===== src/rtl/mem_arbiter_if.sv =====
// rtl/mem_arbiter_if.sv - fetch/data requester ports and backing-memory port of the arbiter
interface mem_arbiter_if;
  logic        if_req;
  logic [31:0] if_addr;
  logic [31:0] if_rdata;
  logic        if_ready;
  logic        dm_req;
  logic        dm_we;
  logic [31:0] dm_addr;
  logic [31:0] dm_wdata;
  logic [31:0] dm_rdata;
  logic        dm_ready;
  logic        mem_en;
  logic        mem_we;
  logic [31:0] mem_addr;
  logic [31:0] mem_wdata;
  logic [31:0] mem_rdata;
  logic        freeze;

  modport slave (
    input  if_req, if_addr, dm_req, dm_we, dm_addr, dm_wdata, mem_rdata,
    output if_rdata, if_ready, dm_rdata, dm_ready,
    output mem_en, mem_we, mem_addr, mem_wdata, freeze
  );

  modport master (
    output if_req, if_addr, dm_req, dm_we, dm_addr, dm_wdata, mem_rdata,
    input  if_rdata, if_ready, dm_rdata, dm_ready,
    input  mem_en, mem_we, mem_addr, mem_wdata, freeze
  );
endinterface


===== src/rtl/mem_arbiter.sv =====
// rtl/mem_arbiter.sv - two-requester (fetch/data) arbiter onto a fixed-latency memory
// One access per LATENCY+2 cycles; ties alternate between requesters.
module mem_arbiter #(
  parameter int unsigned LATENCY = 3
) (
  input  logic          clk,
  input  logic          rst_n,
  mem_arbiter_if.slave  bus
);

  typedef enum logic [1:0] {
    IDLE = 2'd0,
    BUSY = 2'd1,
    RESP = 2'd2
  } state_e;

  localparam logic [3:0] CNT_LAST = 4'(LATENCY - 1);
  localparam logic       GNT_IF   = 1'b0;
  localparam logic       GNT_DM   = 1'b1;

  state_e      state_q, state_d;
  logic [3:0]  cnt_q, cnt_d;
  logic        grant_q, grant_d;
  logic        last_grant_q, last_grant_d;
  logic        we_q, we_d;
  logic [31:0] addr_q, addr_d;
  logic [31:0] wdata_q, wdata_d;
  logic [31:0] if_rdata_q, if_rdata_d;
  logic [31:0] dm_rdata_q, dm_rdata_d;
  logic        pick_dm;
  logic        if_rdy, dm_rdy;

  always_ff @(posedge clk or negedge rst_n) begin
    if (!rst_n) begin
      state_q      <= IDLE;
      cnt_q        <= '0;
      grant_q      <= GNT_IF;
      last_grant_q <= GNT_IF;
      we_q         <= 1'b0;
      addr_q       <= '0;
      wdata_q      <= '0;
      if_rdata_q   <= '0;
      dm_rdata_q   <= '0;
    end else begin
      state_q      <= state_d;
      cnt_q        <= cnt_d;
      grant_q      <= grant_d;
      last_grant_q <= last_grant_d;
      we_q         <= we_d;
      addr_q       <= addr_d;
      wdata_q      <= wdata_d;
      if_rdata_q   <= if_rdata_d;
      dm_rdata_q   <= dm_rdata_d;
    end
  end

  always_comb begin
    state_d      = state_q;
    cnt_d        = cnt_q;
    grant_d      = grant_q;
    last_grant_d = last_grant_q;
    we_d         = we_q;
    addr_d       = addr_q;
    wdata_d      = wdata_q;
    if_rdata_d   = if_rdata_q;
    dm_rdata_d   = dm_rdata_q;
    // On a tie the data side wins unless it was the one served last.
    pick_dm      = bus.dm_req & (~bus.if_req | (last_grant_q == GNT_IF));
    case (state_q)
      IDLE: begin
        if (bus.if_req | bus.dm_req) begin
          state_d = BUSY;
          cnt_d   = '0;
          grant_d = pick_dm;
          we_d    = pick_dm & bus.dm_we;
          addr_d  = pick_dm ? bus.dm_addr : bus.if_addr;
          if (pick_dm) begin
            wdata_d = bus.dm_wdata;
          end
        end
      end
      BUSY: begin
        cnt_d = cnt_q + 4'd1;
        if (cnt_q == CNT_LAST) begin
          state_d      = RESP;
          last_grant_d = grant_q;
          if (grant_q == GNT_IF) begin
            if_rdata_d = bus.mem_rdata;
          end else if (!we_q) begin
            dm_rdata_d = bus.mem_rdata;
          end
        end
      end
      RESP: begin
        state_d = IDLE;
      end
      default: begin
        state_d = IDLE;
      end
    endcase
  end

  always_comb begin
    if_rdy        = (state_q == RESP) && (grant_q == GNT_IF);
    dm_rdy        = (state_q == RESP) && (grant_q == GNT_DM);
    bus.if_ready  = if_rdy;
    bus.dm_ready  = dm_rdy;
    bus.if_rdata  = if_rdata_q;
    bus.dm_rdata  = dm_rdata_q;
    bus.mem_en    = (state_q == BUSY);
    bus.mem_we    = (state_q == BUSY) && we_q;
    bus.mem_addr  = addr_q;
    bus.mem_wdata = wdata_q;
    bus.freeze    = (bus.if_req & ~if_rdy) | (bus.dm_req & ~dm_rdy);
  end

endmodule

===== src/flat_wrapper.sv =====
// flat-port wrapper written by rule: the top's interface ports become plain ports
module mem_arbiter_flat 
#(
  parameter int unsigned LATENCY = 3
)
  (clk, rst_n, bus_if_req, bus_if_addr, bus_dm_req, bus_dm_we, bus_dm_addr, bus_dm_wdata, bus_mem_rdata, bus_if_rdata, bus_if_ready, bus_dm_rdata, bus_dm_ready, bus_mem_en, bus_mem_we, bus_mem_addr, bus_mem_wdata, bus_freeze);
  mem_arbiter_if bus_i ();
  input  logic clk;
  input  logic rst_n;
  input wire logic [$bits(bus_i.if_req)-1:0] bus_if_req;
  input wire logic [$bits(bus_i.if_addr)-1:0] bus_if_addr;
  input wire logic [$bits(bus_i.dm_req)-1:0] bus_dm_req;
  input wire logic [$bits(bus_i.dm_we)-1:0] bus_dm_we;
  input wire logic [$bits(bus_i.dm_addr)-1:0] bus_dm_addr;
  input wire logic [$bits(bus_i.dm_wdata)-1:0] bus_dm_wdata;
  input wire logic [$bits(bus_i.mem_rdata)-1:0] bus_mem_rdata;
  output wire logic [$bits(bus_i.if_rdata)-1:0] bus_if_rdata;
  output wire logic [$bits(bus_i.if_ready)-1:0] bus_if_ready;
  output wire logic [$bits(bus_i.dm_rdata)-1:0] bus_dm_rdata;
  output wire logic [$bits(bus_i.dm_ready)-1:0] bus_dm_ready;
  output wire logic [$bits(bus_i.mem_en)-1:0] bus_mem_en;
  output wire logic [$bits(bus_i.mem_we)-1:0] bus_mem_we;
  output wire logic [$bits(bus_i.mem_addr)-1:0] bus_mem_addr;
  output wire logic [$bits(bus_i.mem_wdata)-1:0] bus_mem_wdata;
  output wire logic [$bits(bus_i.freeze)-1:0] bus_freeze;
  assign bus_i.if_req = bus_if_req;
  assign bus_i.if_addr = bus_if_addr;
  assign bus_i.dm_req = bus_dm_req;
  assign bus_i.dm_we = bus_dm_we;
  assign bus_i.dm_addr = bus_dm_addr;
  assign bus_i.dm_wdata = bus_dm_wdata;
  assign bus_i.mem_rdata = bus_mem_rdata;
  assign bus_if_rdata = bus_i.if_rdata;
  assign bus_if_ready = bus_i.if_ready;
  assign bus_dm_rdata = bus_i.dm_rdata;
  assign bus_dm_ready = bus_i.dm_ready;
  assign bus_mem_en = bus_i.mem_en;
  assign bus_mem_we = bus_i.mem_we;
  assign bus_mem_addr = bus_i.mem_addr;
  assign bus_mem_wdata = bus_i.mem_wdata;
  assign bus_freeze = bus_i.freeze;
  mem_arbiter #(.LATENCY(LATENCY)) u_core (.clk(clk), .rst_n(rst_n), .bus(bus_i));
endmodule

===== config.mk =====
export PLATFORM = sky130hd
export DESIGN_NAME = mem_arbiter_flat
export DESIGN_NICKNAME = d
export VERILOG_FILES = /design/src/rtl/mem_arbiter_if.sv /design/src/rtl/mem_arbiter.sv /design/src/flat_wrapper.sv
export SDC_FILE = /design/constraint.sdc
export NUM_CORES = 1
export LEC_CHECK = 0
export BUFFER_PORTS_ARGS = -buffer_cell sky130_fd_sc_hd__buf_2
export CAP_MARGIN = 20
export CORE_MARGIN = 2
export CORE_UTILIZATION = 40
export CTS_CLUSTER_SIZE = 12
export DETAILED_ROUTE_END_ITERATION = 8
export PLACE_DENSITY = 0.71
export SLEW_MARGIN = 20
export SYNTH_ARGS = -nofsm -noshare
export SYNTH_HDL_FRONTEND = slang
export SYNTH_SLANG_ARGS = --single-unit

===== constraint.sdc =====
create_clock -name clk -period 2.7 [get_ports clk]
set_input_delay 0.135 -clock clk [delete_from_list [all_inputs] [get_ports clk]]
set_output_delay 0.135 -clock clk [all_outputs]
set_load 0.05 [all_outputs]

==> results.md, run 1 <==
- Hpwl dp: 9.66 mm
- Syn Area/Cell: 13.1 um2
- Post-layout min period: 2.37 ns
- Clock Skews: 0.00886 ns
- Root buffer cell: clkbuf_16
- Net Count, Synth: 561
- Die Y: 122 um
- Yosys top cell by area: dfrtp_1
- Commonest non-fill, non-tap cell in the layout: buf_2
- Post-synthesis sequential area ratio: 0.616
- Routed wire per std cell: 15.7 um
- Slew HR: 0.536
- Startpoint Class: register
- Starting Density: 0.406
- CP endpoint kind: register
- CTS Buffer Depth: 2
- First-pass GRT wire length: 25.1 mm
- Yosys top cell area share: 0.616
- Total CTS buffers: 17
- Share of cells above drive strength 1: 0.489
- Most frequent cells in the layout: buf_2 (264), dfrtp_1 (137), dlygate4sd3_1 (129)
- CTS tree: done
- Final setup margin: 0.326 ns
- Yosys reg bits: 137
- Clk_lat worst skew: 0.41 ns
- Initial DRC Count: 244
- Worst path arrival time: 2.65 ns
- Post-Syn Area: 0.00557 mm2
- Die area: 0.0149 mm2
- 1st-pass router iterations: 7
- Max_cap viols: 0
- Vias in the first global route: 5089
- Status: complete, no violations
- Hold WS: 0.0127 ns
- Initial antenna violation count: 0
- Aggregate global-route resource usage: 0.216
- Number of diodes: 0
- PortBufs: 265
- Leakage Power: 4.30 nW
- Via count: 4940
- RSZ-0062 raised after global routing: no
- P&R area growth vs syn: 61.9%
- Vias per cell: 4.89
- Dpl ws: 0.641 ns
- Fillers: 987
- Drt total wl: 15.9 mm
- Sink Count: 137
- GPL Wtd Cong: 0.772
- Post-route ant nets: 0
- Core Region: 0.0137 mm2
- Cell chain of the critical path: nor2_2 > buf_4 > and2_1 > buf_4 > a31oi_1 > dlygate4sd3_1
- CP max stage cell: dlygate4sd3_1
- Synth area leaders: dfrtp_1 (62%), mux2_2 (19%), nand2_1 (4.4%)
- CP required: 2.98 ns
- NumNets Final: 953
- Placed cell area: 0.00704 mm2
- FFs w/ async S/R, synth: 1.00
- Final slew viol count: 0
- Fin. Hold Viols: 0
- Critical path class: register to register
- Worst min-delay path category: primary input to register
- Post-synth cell types: 34
- Post-Synthesis Cells: 426
- Most frequent CP cell: buf_4
- # rows: 43
- DRC Markers: 0
- FMAX: 421 MHz
- Post-synth EDFFs: 0
- Setup violators final: 0
- CTS clk-pin slew, worst paths: 0.06 ns
- Crit path max fanout: 33
- Worst Path Buf+Inv: 3
- Worst IR Drop VDD: 0.850 mV
- Chip width: 122 um
- Top Ports: 266
- Fin Setup TNS: 0 ns
- Crit-path max cell delay: 0.59 ns
- Final Cycle Share: 0.879
- Largest net degree at the start of global routing: 74
- Grt total ovfl: 0
- Ys Warns: 0
- Transition time of the tightest slew-check pin: 0.696 ns
- Fin area: 0.00901 mm2
- Main synth FF type: dfrtp_1
- Worst path top cell family by delay: buffers and inverters
- H-tree Lvls: 4
- PD cells: 1510 mW/mm2
==> cells in the mapped netlist, types with 3 or more instances <==
cell / n
inv_1: 4
buf_6: 3
mux2_2: 93
nand2_1: 65
a31oi_1: 32
buf_4: 6
and2_1: 3
buf_2: 5
a21oi_1: 32
dfrtp_1: 137
mux2_1: 5
clkbuf_1: 14
==> tightest hold or removal path: stages <==
cell     delay, ns
buf_2         0.09
nand2_1       0.06
a31oi_1       0.08
==> per-stage QoR <==
stage                      util  total power [mW]  cells
after floorplan               -              8.79    426
after global placement    0.513              10.2    850
after detailed placement  0.513              10.4    850
after CTS                 0.657              13.6   1011
after global routing      0.657              14.3   1011
final                     0.657              13.6   1011
==> power breakdown <==
| part | switching (mW) | internal, mW |
|---|---|---|
| registers | 0.603 | 3.10 |
| clock network | 0.878 | 1.76 |
| logic | 5.03 | 2.24 |
==> sequential cells by signal, summed over array words and instances (netlist names) <==
| name | flops |
|---|---|
| u_core.cnt_q | 4 |
| u_core.grant_q | 1 |
| u_core.bus.mem_addr | 32 |
| u_core.last_grant_q | 1 |
| u_core.state_q | 2 |
| u_core.we_q | 1 |
| u_core.bus.if_rdata | 32 |
| u_core.bus.dm_rdata | 32 |
| u_core.bus.mem_wdata | 32 |
==> cells by family (layout without fill, tap and decap cells) <==
logic type | Yosys count | in the layout | synth area share
DFF | 137 | 137 | 0.616
muxes | 99 | 99 | 0.200
adders and majority gates | 2 | 2 | 0.00449
and+or+nand+nor | 82 | 82 | 0.0699
AOI/OAI and AO/OA | 74 | 74 | 0.0791
buffers and inverters | 32 | 437 | 0.0308
==> layout make-up <==
type	instances	area (um2)	area share
flip-flops and latches	137	3430	0.380
inverters	4	15.0	0.00167
well taps	180	225	0.0250
repair buffers	401	2690	0.298
multi-input cells	257	1970	0.219
clock buffers	18	439	0.0487
clock inverters	14	244	0.0271
==> metal layers <==
layer	GRT usage	wire length, um	vias up
met5	0	0	-
met4	0.0797	260	0
met3	0.0506	1080	25
met2	0.383	8290	236
met1	0.254	6220	2379
li1	-	-	2300
==> worst paths after layout <==
kind / slack, ns / end / cells after the start / startpoint
max reg2reg: 0.33 / u_core.bus.mem_addr[13] / 6 / u_core.state_q[0]
max in group asynchronous: 1.61 / u_core.bus.mem_addr[2] / 3 / rst_n
min in group asynchronous: 0.30 / u_core.bus.if_rdata[30] / 2 / rst_n
min reg2reg: 0.49 / u_core.bus.mem_wdata[27] / 1 / u_core.bus.mem_wdata[27]
min: 0.01 / u_core.bus.mem_addr[18] / 3 / bus_dm_addr[18]
max: 0.33 / u_core.bus.mem_addr[13] / 6 / u_core.state_q[0]
==> what timing repair did <==
action / 4_1_cts / 5_1_grt
resized for setup: 0 / 0
endpoints found under the hold margin: 201 / 0
hold buffers: 129 / 0
setup buffers: 0 / 0
Power figures use the tool's default switching activity.
==> inputs of run 2 (changes only) <==
BUFFER_PORTS_ARGS = not set   (was -buffer_cell sky130_fd_sc_hd__buf_2)
DONT_BUFFER_PORTS = 1   (was not set)
PLACE_DENSITY = not set   (was 0.71)
clock period = 2.1 ns   (was 2.7 ns; I/O delays follow)
==> results.md, run 2 <==
- CTS Buffer Depth: 2 (unchanged)
- Yosys top cell area share: 0.616 (unchanged)
- PortBufs: 0 (-100%)
- Dpl ws: 0.192 ns (-0.449 ns)
- Failed at: clock tree synthesis (4_1_cts)
- Sink Count: 137 (unchanged)
- Chip width: 122 um (unchanged)
- Post-Syn Area: 0.00557 mm2 (unchanged)
- Post-synth cell types: 34 (unchanged)
- Root buffer cell: clkbuf_16
- Post-CTS Setup Bufs: 0 (unchanged)
- H-tree Lvls: 4 (unchanged)
- Most common cell in the netlist: dfrtp_1
- Yosys reg bits: 137 (unchanged)
- Starting Density: 0.406 (unchanged)
- Main synth FF type: dfrtp_1
- Synth area leaders: dfrtp_1 (62%), mux2_2 (19%), nand2_1 (4.4%)
- Post-synthesis sequential area ratio: 0.616 (unchanged)
- # rows: 43 (unchanged)
- GPL Wtd Cong: 0.751 (-2.7%)
- Post-Synthesis Cells: 426 (unchanged)
- Ys Warns: 0 (unchanged)
- Status: aborted with a tool error
- Die Y: 122 um (unchanged)
- FFs w/ async S/R, synth: 1.00 (unchanged)
- Post-synth EDFFs: 0 (unchanged)
- Post-synth top cells: dfrtp_1 (137), mux2_2 (93), nand2_1 (65)
- Syn Area/Cell: 13.1 um2 (unchanged)
- Placed cell area: 0.00578 mm2 (-18%)
- Top Ports: 266 (unchanged)
- Log Error: [ERROR RSZ-0060] Max buffer count reached.
- Yosys top cell by area: dfrtp_1
- # hold bufs at CTS: 125 (-3.1%)
- Total CTS buffers: 17 (unchanged)
- Post-CTS sizing: 0 (unchanged)
- Net Count, Synth: 561 (unchanged)
- Hpwl dp: 8.20 mm (-15%)
run 2: cell counts after synthesis:
No cell type changed its count.
run 2: per-stage QoR:
stage                     utilization  instances
after floorplan                     -        426
after global placement          0.421        592
after detailed placement        0.421        592
run 2: cells by family after synthesis:
logic type,after synthesis,share of synthesized area
fa+ha+maj,2,0.00449
flops,137,0.616
compound gates,74,0.0791
buf+inv,32,0.0308
mux,99,0.200
simple gates,82,0.0699
==> inputs of run 3 (changes only) <==
CORE_UTILIZATION = 25   (was 40)
CTS_CLUSTER_SIZE = not set   (was 12)
PLACE_DENSITY_LB_ADDON = 0.15   (was not set)
clock period = 2.75 ns   (was 2.1 ns; I/O delays follow)
==> results.md, run 3 (synthesized netlist as in run 1, its figures left out) <==
- Worst path top cell family by delay: simple AND/OR/NAND/NOR gates
- Final slew viol count: 0
- Post-CTS sizing: 0 (unchanged)
- Vias in the first global route: 4294
- CP Depth: 3
- Hold WS: -0.583 ns
- Total CTS buffers: 17 (unchanged)
- CP endpoint kind: output port
- Post-layout min period: 2.15 ns
- Worst Path Buf+Inv: 1
- Number of diodes: 0
- P&R area growth vs syn: 39.1%
- Post-route ant nets: 0
- Core Region: 0.0218 mm2
- NumNets Final: 690
- CP required: 2.61 ns
- Failing checks: hold timing
- Largest net degree at the start of global routing: 138
- Cell chain of the critical path: and3b_1 > o22ai_1 > buf_4
- Crit path max fanout: 8
- Starting Density: 0.255 (-0.151)
- Met3 Track Usage GR: 0.0499
- Aggregate global-route resource usage: 0.123
- Fin Setup TNS: 0 ns
- Fin. Hold Viols: 137
- FMAX: 466 MHz
- GPL Wtd Cong: 0.736 (-2.1%)
- Most frequent cells in the layout: dfrtp_1 (137), dlygate4sd3_1 (129), mux2_2 (93)
- RR Startpoint: u_core.state_q[0]
- Transition time of the tightest slew-check pin: 0.669 ns
- Initial antenna violation count: 0
- Chip width: 153 um (+26%)
- Share of cells above drive strength 1: 0.255
- Die area: 0.0235 mm2
- Setup violators final: 0
- Drt total wl: 14.2 mm
- Die Y: 153 um (+26%)
- Slew HR: 0.554
- Clk_lat worst skew: 0.41 ns
- Worst min-delay path category: primary input to async pin
- Top Ports: 266 (unchanged)
- RSZ-0062 raised after global routing: no
- # hold bufs at CTS: 129 (+3.2%)
- Root buffer cell: clkbuf_16
- Fillers: 2140
- Met1 GRT Util: 0.144
- 1st-pass router iterations: 5
- Vias per cell: 4.57
- Clock Skews: 0.00991 ns
- CP max stage cell: and3b_1
- Commonest non-fill, non-tap cell in the layout: dfrtp_1
- Initial DRC Count: 140
- GRT Max-Usage Layer: met2
- GR Util met2: 0.203
- Routed wire per std cell: 16.7 um
- Crit path from: u_core.state_q[0]
- Critical path class: register to output port
- Via count: 3875
- Final Cycle Share: 0.780
- CTS tree: done
- Startpoint Class: register
- H-tree Lvls: 4 (unchanged)
- CTS Buffer Depth: 2 (unchanged)
- DRC Markers: 0
- Status: finished with violations
- Post-CTS Setup Bufs: 0 (unchanged)
- First-pass GRT wire length: 22.8 mm
- Grt total ovfl: 0
- CTS clk-pin slew, worst paths: 0.06 ns
- # rows: 54 (+26%)
- Worst path arrival time: 2.01 ns
- Max_cap viols: 0
- Crit-path max cell delay: 0.67 ns
- Hpwl dp: 8.98 mm (+9.5%)
- PortBufs: 0 (unchanged)
- Reg2Reg Depth: 4
- FF-to-FF setup slack: 0.64 ns
- Sink Count: 137 (unchanged)
run 3: path summary, 6_finish.rpt:
path | endpoint
worst max register to register | u_core.bus.mem_addr[11]
worst max-delay path | bus_freeze
worst min-delay path | u_core.bus.dm_rdata[23]
max in group asynchronous | u_core.grant_q
min in group clk | u_core.bus.mem_wdata[27]
worst min register to register | u_core.we_q
run 3: layer usage:
metal  vias up  wire length, um
li1       1762                -
met1      1918             5750
met2       186             7030
met3         9             1280
met4         0              141
met5         -                0
run 3: cell type report:
| cell class | count | area, um2 | area share |
|---|---|---|---|
| clock buffer | 17 | 425 | 0.0549 |
| clock inverter | 15 | 189 | 0.0244 |
| timing repair buffer | 138 | 1360 | 0.175 |
| multi-input combinational | 257 | 1980 | 0.256 |
| inverter | 4 | 15.0 | 0.00194 |
| tap | 280 | 350 | 0.0452 |
| sequential | 137 | 3430 | 0.443 |
run 3: through the flow:
step           utilization  hold slack (ns)  std cells  area (um2)  worst slack [ns]
2_1_floorplan            -           -0.158        426        5570             0.200
3_3_place_gp         0.268           -0.155        687        5840             0.695
3_5_place_dp         0.268           -0.155        687        5840             0.653
4_1_cts              0.355           -0.614        848        7750             0.287
5_1_grt              0.355           -0.626        848        7750             0.485
6_report             0.355           -0.583        848        7750             0.605
Power of run 3 is left out: the tool's default activity adds up to more than one toggle a clock period on the data nets, which glitch-free logic cannot reach.
==> inputs of run 4 (changes only) <==
clock period = 2.2 ns   (was 2.75 ns; I/O delays follow)
==> results.md, run 4 (synthesized netlist as in run 1, its figures left out) <==
- DRC Markers: 0 (unchanged)
- Sink Count: 137 (unchanged)
- Crit path max fanout: 32 (+24)
- Grt total ovfl: 0 (unchanged)
- Chip width: 153 um (unchanged)
- Fin. Hold Viols: 137 (unchanged)
- RR Startpoint: u_core.state_q[0]
- Commonest non-fill, non-tap cell in the layout: dfrtp_1
- PortBufs: 0 (unchanged)
- Starting Density: 0.255 (unchanged)
- Clk_lat worst skew: 0.41 ns (about the same)
- P&R area growth vs syn: 39.4%
- Startpoint Class: register
- NumNets Final: 694 (+0.58%)
- Fin area: 0.00776 mm2 (+0.19%)
- FF-to-FF setup slack: 0.16 ns (-0.48 ns)
- Via count: 3863 (-0.31%)
- Total CTS buffers: 17 (unchanged)
- Slew HR: 0.531 (-0.0223)
- Crit-path max cell delay: 0.58 ns (-0.09 ns)
- Worst path top cell family by delay: buffers and inverters
- Dpl ws: 0.294 ns (-0.359 ns)
- CTS clk-pin slew, worst paths: 0.06 ns (about the same)
- Status: finished with violations
- Worst path arrival time: 2.34 ns (+0.33 ns)
- CP required: 2.50 ns (-0.11 ns)
- Vias in the first global route: 4209 (-2.0%)
- Critical R2R Capture: u_core.bus.mem_addr[10]
- Number of diodes: 0 (unchanged)
- Most frequent cells in the layout: dfrtp_1 (137), dlygate4sd3_1 (129), mux2_2 (93)
- Transition time of the tightest slew-check pin: 0.703 ns (+0.0335 ns)
- Die Y: 153 um (unchanged)
- # hold bufs at CTS: 129 (unchanged)
- FMAX: 489 MHz
- H-tree Lvls: 4 (unchanged)
- Failing checks: hold timing
- First-pass GRT wire length: 22.8 mm (+0.30%)
- Share of cells above drive strength 1: 0.256 (+0.000410)
- Vias per cell: 4.54 (-0.66%)
- CTS tree: done
- Fin Setup TNS: 0 ns (unchanged)
- Aggregate global-route resource usage: 0.124 (+0.00185)
- Cell chain of the critical path: buf_4 > nor2_2 > and2_1 > buf_6 > a31oi_1 > dlygate4sd3_1
- Initial antenna violation count: 0 (unchanged)
- CTS Buffer Depth: 2 (unchanged)
- Setup violators final: 0 (unchanged)
- # rows: 54 (unchanged)
- Final Cycle Share: 0.930
- Largest net degree at the start of global routing: 138 (unchanged)
- Hold WS: -0.602 ns (-0.0191 ns)
- Root buffer cell: clkbuf_16
- Max_cap viols: 0 (unchanged)
- Reg2Reg Depth: 6 (+2)
- Critical path class: register to register
- 1st-pass router iterations: 5 (unchanged)
- Final setup margin: 0.155 ns (-0.450 ns)
- Post-layout min period: 2.04 ns
- Worst Path Buf+Inv: 3 (+2)
- CP endpoint kind: register
- GPL Wtd Cong: 0.792 (+7.7%)
- Post-route ant nets: 0 (unchanged)
- Routed wire per std cell: 17.1 um (+2.1%)
- Placed cell area: 0.00588 mm2 (+0.73%)
- Worst min-delay path category: primary input to async pin
- CP max stage cell: dlygate4sd3_1
- RSZ-0062 raised after global routing: no
- Final slew viol count: 0 (unchanged)
- Clock Skews: 0.0145 ns (+0.00456 ns)
- Initial DRC Count: 138 (-1.4%)
- Hpwl dp: 9.19 mm (+2.4%)
- Core Region: 0.0218 mm2 (unchanged)
- Top Ports: 266 (unchanged)
- Die area: 0.0235 mm2 (unchanged)
- Drt total wl: 14.5 mm (+2.5%)
- Post-CTS Setup Bufs: 0 (unchanged)
[run 4: cell count changes in the layout (fill, tap and decap cells not counted), moves of 2 or more]
cell and delta:
clkbuf_8 +2, clkinvlp_4 +2, buf_6 +2, inv_6 -4
[run 4: worst max-delay path by stage]
stage | startpoint | endpoint | slack (ns) | cells after the start
2_1_floorplan | u_core.state_q[0] | bus_freeze | 0.33 | 3
3_3_place_gp | u_core.cnt_q[0] | u_core.bus.if_rdata[1] | 0.32 | 6
6_report | u_core.state_q[0] | u_core.bus.mem_addr[10] | 0.16 | 6
3_5_place_dp | u_core.cnt_q[0] | u_core.bus.if_rdata[28] | 0.29 | 6
5_1_grt | u_core.state_q[0] | u_core.bus.mem_addr[18] | 0.04 | 6
4_1_cts | u_core.state_q[0] | u_core.bus.mem_addr[19] | 0.12 | 6
[run 4: repair_timing]
action                                  in CTS  in global routing
endpoints found under the setup margin       0                 12
gates resized for setup                      0                  2
hold endpoints to repair                   266                137
[run 4: metrics by stage]
step,std cells,util
6_report,851,0.356
4_1_cts,851,0.355
3_3_place_gp,691,0.270
5_1_grt,851,0.356
2_1_floorplan,426,-
3_5_place_dp,691,0.270
[run 4: layout make-up]
type | instances | area [um2]
clock inverter | 11 | 124
fill | 2134 | 14100
tap | 280 | 350
clock buffer | 20 | 457
inverter | 4 | 15.0
timing repair buffer | 142 | 1410
sequential | 137 | 3430
multi-input combinational | 257 | 1980
[run 4: metal layers]
layer,GRT usage,vias up,part of all wire
met2,0.208,188,0.49
li1,-,1757,-
met3,0.0567,15,0.10
met5,0,-,0
met1,0.139,1903,0.39
met4,0.0481,0,0.018
[run 4: worst register-to-register path, stage by stage, from the launching register on]
cell and delay [ns]:
dfrtp_1 0.46, buf_4 0.20, nor2_2 0.13, and2_1 0.16, buf_6 0.26, a31oi_1 0.14
dlygate4sd3_1 0.58
Power of run 4 is left out for the same reason.
